===== src/rtl/uart_pkg.sv =====
// Shared constants and FSM state encoding for the UART receive path.
package uart_pkg;

  localparam int UART_DATA_BITS  = 8;
  localparam int UART_OVERSAMPLE = 16;
  localparam int UART_MID_SAMPLE = 8;

  typedef logic [2:0] uart_state_t;

  localparam uart_state_t ST_IDLE   = 3'd0;
  localparam uart_state_t ST_START  = 3'd1;
  localparam uart_state_t ST_DATA   = 3'd2;
  localparam uart_state_t ST_PARITY = 3'd3;
  localparam uart_state_t ST_STOP   = 3'd4;

endpackage


===== src/rtl/uart_baud_tick.sv =====
// Oversampling tick enable: one-cycle pulse every TICK_CEIL+1 clocks, with sync clear.
module uart_baud_tick #(
  parameter int TICK_CEIL = 650
) (
  input  logic clk_in,
  input  logic rst,
  input  logic clr,
  output logic tick
);

  localparam int CW = (TICK_CEIL > 0) ? $clog2(TICK_CEIL + 1) : 1;
  localparam logic [CW-1:0] CEIL = CW'(TICK_CEIL);

  logic [CW-1:0] cnt;

  always_ff @(posedge clk_in or negedge rst) begin
    if (!rst) begin
      cnt <= '0;
    end else if (clr || cnt == CEIL) begin
      cnt <= '0;
    end else begin
      cnt <= cnt + CW'(1);
    end
  end

  assign tick = (cnt == CEIL);

endmodule


===== src/rtl/uart_rx.sv =====
// 8N1 UART receiver with 16x oversampling; optional even parity via UART_RX_PARITY_EN.
module uart_rx
  import uart_pkg::*;
#(
  parameter int TICK_CEIL = 650
) (
  input  logic       clk_in,
  input  logic       rst,
  input  logic       rx,
  output logic [7:0] data_out,
  output logic       data_valid,
  output logic       frame_err,
  output logic       parity_err,
  output logic       busy
);

  localparam logic [3:0] SUB_MID  = 4'(UART_MID_SAMPLE - 1);
  localparam logic [3:0] SUB_BIT  = 4'(UART_OVERSAMPLE - 1);
  localparam logic [2:0] LAST_BIT = 3'(UART_DATA_BITS - 1);

  logic        rx_meta, rxs, rxs_d;
  uart_state_t state;
  logic [3:0]  sub;
  logic [2:0]  bit_idx;
  logic [7:0]  shreg;
  logic        armed;
  logic        tick;
  logic        clr;
  logic        par_fail;

  always_ff @(posedge clk_in or negedge rst) begin
    if (!rst) begin
      rx_meta <= 1'b1;
      rxs     <= 1'b1;
      rxs_d   <= 1'b1;
    end else begin
      rx_meta <= rx;
      rxs     <= rx_meta;
      rxs_d   <= rxs;
    end
  end

  // Start edge realigns the tick phase so every sample lands mid-bit.
  assign clr = (state == ST_IDLE) && armed && rxs_d && !rxs;

  uart_baud_tick #(.TICK_CEIL(TICK_CEIL)) u_tick (
    .clk_in (clk_in),
    .rst    (rst),
    .clr    (clr),
    .tick   (tick)
  );

`ifdef UART_RX_PARITY_EN
  logic par_bad;

  always_ff @(posedge clk_in or negedge rst) begin
    if (!rst) begin
      par_bad <= 1'b0;
    end else if (state == ST_PARITY && tick && sub == SUB_BIT) begin
      par_bad <= rxs ^ (^shreg);
    end
  end

  assign par_fail = par_bad;
`else
  assign par_fail = 1'b0;
`endif

  always_ff @(posedge clk_in or negedge rst) begin
    if (!rst) begin
      state      <= ST_IDLE;
      sub        <= '0;
      bit_idx    <= '0;
      shreg      <= '0;
      armed      <= 1'b1;
      data_out   <= '0;
      data_valid <= 1'b0;
      frame_err  <= 1'b0;
      parity_err <= 1'b0;
    end else begin
      data_valid <= 1'b0;
      frame_err  <= 1'b0;
      parity_err <= 1'b0;
      case (state)
        ST_IDLE: begin
          if (rxs) armed <= 1'b1;
          if (clr) begin
            state <= ST_START;
            sub   <= '0;
          end
        end
        ST_START: begin
          if (tick) begin
            if (sub == SUB_MID) begin
              sub     <= '0;
              bit_idx <= '0;
              state   <= rxs ? ST_IDLE : ST_DATA;
            end else begin
              sub <= sub + 4'd1;
            end
          end
        end
        ST_DATA: begin
          if (tick) begin
            if (sub == SUB_BIT) begin
              sub   <= '0;
              shreg <= {rxs, shreg[7:1]};
              if (bit_idx == LAST_BIT) begin
`ifdef UART_RX_PARITY_EN
                state <= ST_PARITY;
`else
                state <= ST_STOP;
`endif
              end else begin
                bit_idx <= bit_idx + 3'd1;
              end
            end else begin
              sub <= sub + 4'd1;
            end
          end
        end
`ifdef UART_RX_PARITY_EN
        ST_PARITY: begin
          if (tick) begin
            if (sub == SUB_BIT) begin
              sub   <= '0;
              state <= ST_STOP;
            end else begin
              sub <= sub + 4'd1;
            end
          end
        end
`endif
        ST_STOP: begin
          if (tick) begin
            if (sub == SUB_BIT) begin
              sub        <= '0;
              state      <= ST_IDLE;
              parity_err <= par_fail;
              if (!rxs) begin
                frame_err <= 1'b1;
                armed     <= 1'b0;
              end else if (!par_fail) begin
                data_out   <= shreg;
                data_valid <= 1'b1;
              end
            end else begin
              sub <= sub + 4'd1;
            end
          end
        end
        default: state <= ST_IDLE;
      endcase
    end
  end

  assign busy = (state != ST_IDLE);

endmodule


===== config.mk =====
export PLATFORM = sky130hd
export DESIGN_NAME = uart_rx
export DESIGN_NICKNAME = d
export VERILOG_FILES = /design/src/rtl/uart_pkg.sv /design/src/rtl/uart_baud_tick.sv /design/src/rtl/uart_rx.sv
export SDC_FILE = /design/constraint.sdc
export NUM_CORES = 1
export LEC_CHECK = 0
export ABC_AREA = 1
export CORE_MARGIN = 4
export CORE_UTILIZATION = 30
export DETAILED_ROUTE_END_ITERATION = 7
export DONT_BUFFER_PORTS = 1
export GPL_ROUTABILITY_DRIVEN = 0
export GPL_TIMING_DRIVEN = 1
export SYNTH_ARGS = -nofsm -noshare
export SYNTH_HDL_FRONTEND = slang
export SYNTH_SLANG_ARGS = --single-unit
export TNS_END_PERCENT = 5

===== constraint.sdc =====
create_clock -name clk_in -period 1.5 [get_ports clk_in]
set_input_delay 0.15 -clock clk_in [delete_from_list [all_inputs] [get_ports clk_in]]
set_output_delay 0.15 -clock clk_in [all_outputs]
set_load 0.02 [all_outputs]

After elaboration in Yosys (flattened, before gate mapping)
Index checks and enable logic that the tools add are counted.
Storage, ports and cells
  bits in registers: 42
  bits of input ports: 3
  output and inout bits: 12
  logic and storage cells: 87
Cells by class
  add/sub/neg operators: 3
  equal/unequal tests: 19
  multiplexer cells: 36
  reductions and logical operators: 17
Operators by type and width (number)
  2-to-1 mux 3 bit: 13
  2-to-1 mux 4 bit: 5
  != test 2 bit, second input constant: 10
  2-to-1 mux 1 bit: 12
  case mux 3 bit (4 select lines): 1
  case mux 4 bit (3 select lines): 1
  adder 10 x 1 -> 10 bit, second input constant: 1
  equality test 10 bit, second input constant: 1
  2-to-1 mux 10 bit: 1
  AND reduction 4 bit: 2
  AND reduction 8 bit: 1
  equality test 3 bit, second input constant: 2
  case mux 3 bit (2 select lines): 1
  AND reduction 6 bit: 1
  nonzero test 3 bit: 2
  AND reduction 5 bit: 1
  adder 4 x 1 -> 4 bit, second input constant: 1
  equality test 4 x 3 -> 1 bit, second input constant: 1
  equality test 4 bit, second input constant: 1
  != test 2 x 1 -> 1 bit, second input constant: 2
  nonzero test 2 bit: 2
  adder 3 x 1 -> 3 bit, second input constant: 1
  equality test 3 x 1 -> 1 bit, second input constant: 1
  equality test 3 x 2 -> 1 bit, second input constant: 1
  8 further kinds: 10

Logic depth before layout (Yosys ltp)
  word-level depth: 6
  depth in mapped cells: 10
  gate-level depth less buffers: 10

By module
From an unflattened synthesis, not the netlist that was laid out.
Unflattened totals
  cell total of the unflattened synthesis: 267
  area, all modules: 2230.9 um^2
By module, submodules not included
  uart_rx: times used 1, cells each 193, area an instance 1670.4 um^2, seq. area each 805.8 um^2
  uart_baud_tick: times used 1, cells each 74, area an instance 560.5 um^2, seq. area each 250.2 um^2

Worst setup path before layout
OpenSTA, ideal clock, no wires.
  path type: flip-flop to flip-flop
  start: register u_tick.cnt[0]
  end: register data_out[6]
  library setup time: 118 ps
  data arrival time: 1357 ps
  data required time: 1382 ps
  path slack: 25 ps
  cell stages (with the launch flop): 9
  path buffers: 1
  period minus slack after synthesis: 1475 ps
  cells stage by stage: dfrtp_1 -> inv_1 -> ha_1 -> nand4_1 -> nor3_4 -> nand3_2 -> buf_6 -> nand2_1 -> o21ai_2
On the way
  word-level cells in the longest chain between the ends: 2
Ends and longest elaborated chain
  start, declared: RTL line uart_baud_tick.sv:14  | logic [CW-1:0] cnt;
  start signal, assigned: RTL line uart_baud_tick.sv:22  | cnt <= cnt + CW'(1);
  equality test 10 bit: RTL line uart_baud_tick.sv:26  | assign tick = (cnt == CEIL);
  AND reduction 4 bit (no source line)
  end signal, assigned: RTL line uart_rx.sv:144  | data_out <= shreg;
  end, declared: RTL line uart_rx.sv:10  | output logic [7:0] data_out,
Every way passes these cells.
A chain may end at the register's enable or synchronous reset.

Worst setup path after layout
  start: register u_tick.cnt[0]
  end: register bit_idx[2]
On the way
  word-level cells in the longest chain between the ends: 3
  elaborated cells on any way between the ends: 4
  those cells by class: eq/ne (3); reduce/logical (1)
Ends and longest elaborated chain
  equality test 10 bit (*): RTL line uart_baud_tick.sv:26
  != test 2 bit (no source line)
  AND reduction 6 bit (no source line) (*)
  end signal, assigned: RTL line uart_rx.sv:115  | bit_idx <= bit_idx + 3'd1;
  end, declared: RTL line uart_rx.sv:24  | logic [2:0] bit_idx;
Mark *: on every way between the ends. The rest lies on a longest branch, timed or not.

==> metrics <==
Placed Instance Area=2400 µm²; most used cell, CP=nand2_1; Mapped Nets=259; non-filler cells in the finished layout=371; Critical Path Start Type=flip-flop; crit path max fanout=6; die area=8310 µm²; most used flip-flop cell after synthesis=dfrtp_1; Mapped Area=2080 µm²; synth cell count leaders=nand2_1 (69), dfrtp_1 (38), inv_1 (34), nor2_1 (24), nand3_1 (17); wire length on met3=102 µm; RSZ-0062 raised after global routing=true; status=finished, violations left; asr flop ratio synth=1.00; first-pass GRT wire length=6970 µm; CTS Buffer Depth=2; number of H-tree levels=2; Final Setup Violations=3; Min Hold Slack=345 ps; critical path class=flip-flop to flip-flop; Worst-path clk slew=90 ps; Leakage=1.30 nW; multi-input logic area=972 µm²; Largest stage delay, worst path=380 ps; Root Buffer=clkbuf_8; vias in the first global route=1581; VDD IR-drop max=0.554 mV; routed wire length=4070 µm; Max Slew Vio Count=0; max-cap violation count=0; worst path cell trace=inv_1, ha_2, nand2_1, nor2_2, nand3_2, nand2_2, nand4_1, nand2_1, o21ai_1; Clk Latency, worst-skew pair=290 ps; Area Growth Syn to Fin=29.4%; crit path DAT=1690 ps; syn_area_per_cell=8.27 µm²; Reg2Reg Launch Point=u_tick.cnt[0]$_DFF_PN0_; Cell Rows=30; initial core utilization=0.307; Routed WL per cell=11.0 µm; Cells after Synth=251; Synth Warn #=0; count leader, synth=nand2_1; GR Util All Layers=0.0998; R2R Path End=bit_idx[2]$_DFFE_PN0P_; Final Skew=8.65 ps; clock sink count=42; initial antenna violation count=0; dpl hpwl=2870 µm; worst min path class=input port to async pin; power density over the cells=1520 nW/µm²; Yosys reg bits=42; Num CTS Buffers=5; via count=1679; nets=298; final worst path period share=1.01; Slowest cell on crit path=dfrtp_1; Fillers=678; 1st-pass router iterations=4; area share of the largest cell type after synthesis=0.458; Final ANT Viol Nets=0; Die X=91.2 µm; setup ws final=-8.36 ps; CP Capture Type=flip-flop; pin count of the biggest net entering global routing=43; core area=6760 µm²; CP delay by family, top=simple AND/OR/NAND/NOR gates; Via density=4.53; Post-synth EDFFs=0; Final min period=1510 ps; total power=4.09 mW; met1 WL=1870 µm; WP data required=1680 ps; iteration-0 DRC count of the detailed router=58; reg2reg path depth=9; Sequential Area=1060 µm²; Max Fclk=0.663 GHz; WP buf/inv=1; top layer in use=met4; Final Core Density=0.398; DR WL met2=2050 µm; layout cells sized above 1=0.320; fraction of the yosys area taken by sequential cells=0.509; IO Pins=15; failing checks=setup timing; Synth area leader=dfrtp_1; GRT overflow=0; Placed Instances=357; Synth area leaders=dfrtp_1 (46%), nand2_1 (12%), inv_1 (6.1%); library cells used by synthesis=24; Hold Vio Cnt, Final=0; Port Buffer Count=0; DR DRC count=0; CTS tree=yes; Die H=91.2 µm; r2r setup slk=-8 ps; fin area=2690 µm²; Ant. Diodes=0
-- area by class of cell --
class                   count  area share
multi-input cells         172       0.362
flip-flops and latches     42       0.394
clock inverters             2      0.0140
well taps                  80      0.0373
clock buffers               6      0.0270
inverters                  34      0.0475
repair buffers             35       0.118
-- through the flow --
stage               setup WS (ps)  TNS, ps
CTS                         -15.8    -54.7
global route                 -122    -1940
finish                      -8.36    -15.5
global placement            -15.0    -50.2
floorplan                    24.8        0
detailed placement          -51.3     -239
-- cells in the final DEF (no fill, tap or decap), drive strengths merged --
cell type     n
a21oi        11
inv          34
bufinv        1
nand2        69
or2           2
clkbuf        6
nor3          8
nor3b         3
nor2         26
o21ai        20
clkinvlp      1
xor2          1
nand4         6
and2          1
nand3        19
buf          33
dfstp         4
conb          1
dfrtp        38
dlygate4sd3   2
ha            5
-- power breakdown --
part	internal, mW	leakage (nW)	switching, mW
sequential	1.31	0.558	0.131
clock	0.497	0.0514	0.390
combinational	0.778	0.689	0.979
-- logic make-up after synthesis --
| family | count (synthesis) | share of synthesized area |
|---|---|---|
| and+or+nand+nor | 134 | 0.290 |
| AOI/OAI and AO/OA | 31 | 0.0892 |
| xor gates and xnor gates | 1 | 0.00422 |
| buffers and inverters | 37 | 0.0759 |
| DFF | 42 | 0.509 |
| other | 1 | 0.00181 |
| adders and majority gates | 5 | 0.0301 |
-- worst max path at each step --
stage                            start                       to  slack (ps)  depth (start not counted)
2_1_floorplan  u_tick.cnt[0]$_DFF_PN0_  data_out[6]$_DFFE_PN0P_          20                          8
3_3_place_gp   u_tick.cnt[0]$_DFF_PN0_   bit_idx[2]$_DFFE_PN0P_         -20                          9
3_5_place_dp   u_tick.cnt[0]$_DFF_PN0_   bit_idx[1]$_DFFE_PN0P_         -50                          9
4_1_cts        u_tick.cnt[0]$_DFF_PN0_   bit_idx[2]$_DFFE_PN0P_         -20                          9
5_1_grt        u_tick.cnt[0]$_DFF_PN0_   bit_idx[2]$_DFFE_PN0P_        -120                          9
6_report       u_tick.cnt[0]$_DFF_PN0_   bit_idx[2]$_DFFE_PN0P_          -8                          9
-- state kept, by name (all words and copies together), names as in the netlist --
name        cells
state           3
rxs             1
bit_idx         3
armed           1
data_valid      1
u_tick.cnt     10
sub             4
rx_meta         1
shreg           8
frame_err       1
rxs_d           1
data_out        8
-- metal layers --
metal	global-route usage	up-vias
li1	-	877
met1	0.124	779
met2	0.173	19
met3	0.0215	4
met4	0.0302	0
met5	0	-
-- timing repair --
| item | 4_1_cts | 5_1_grt |
|---|---|---|
| pin swaps | 2 | 11 |
| resized for setup | 6 | 35 |
| buffers inserted | 0 | 3 |
| hold endpoints to repair | 43 | 0 |
| setup endpoints to repair | 10 | 29 |
| hold buffers | 3 | 0 |
Power figures use the tool's default switching activity.
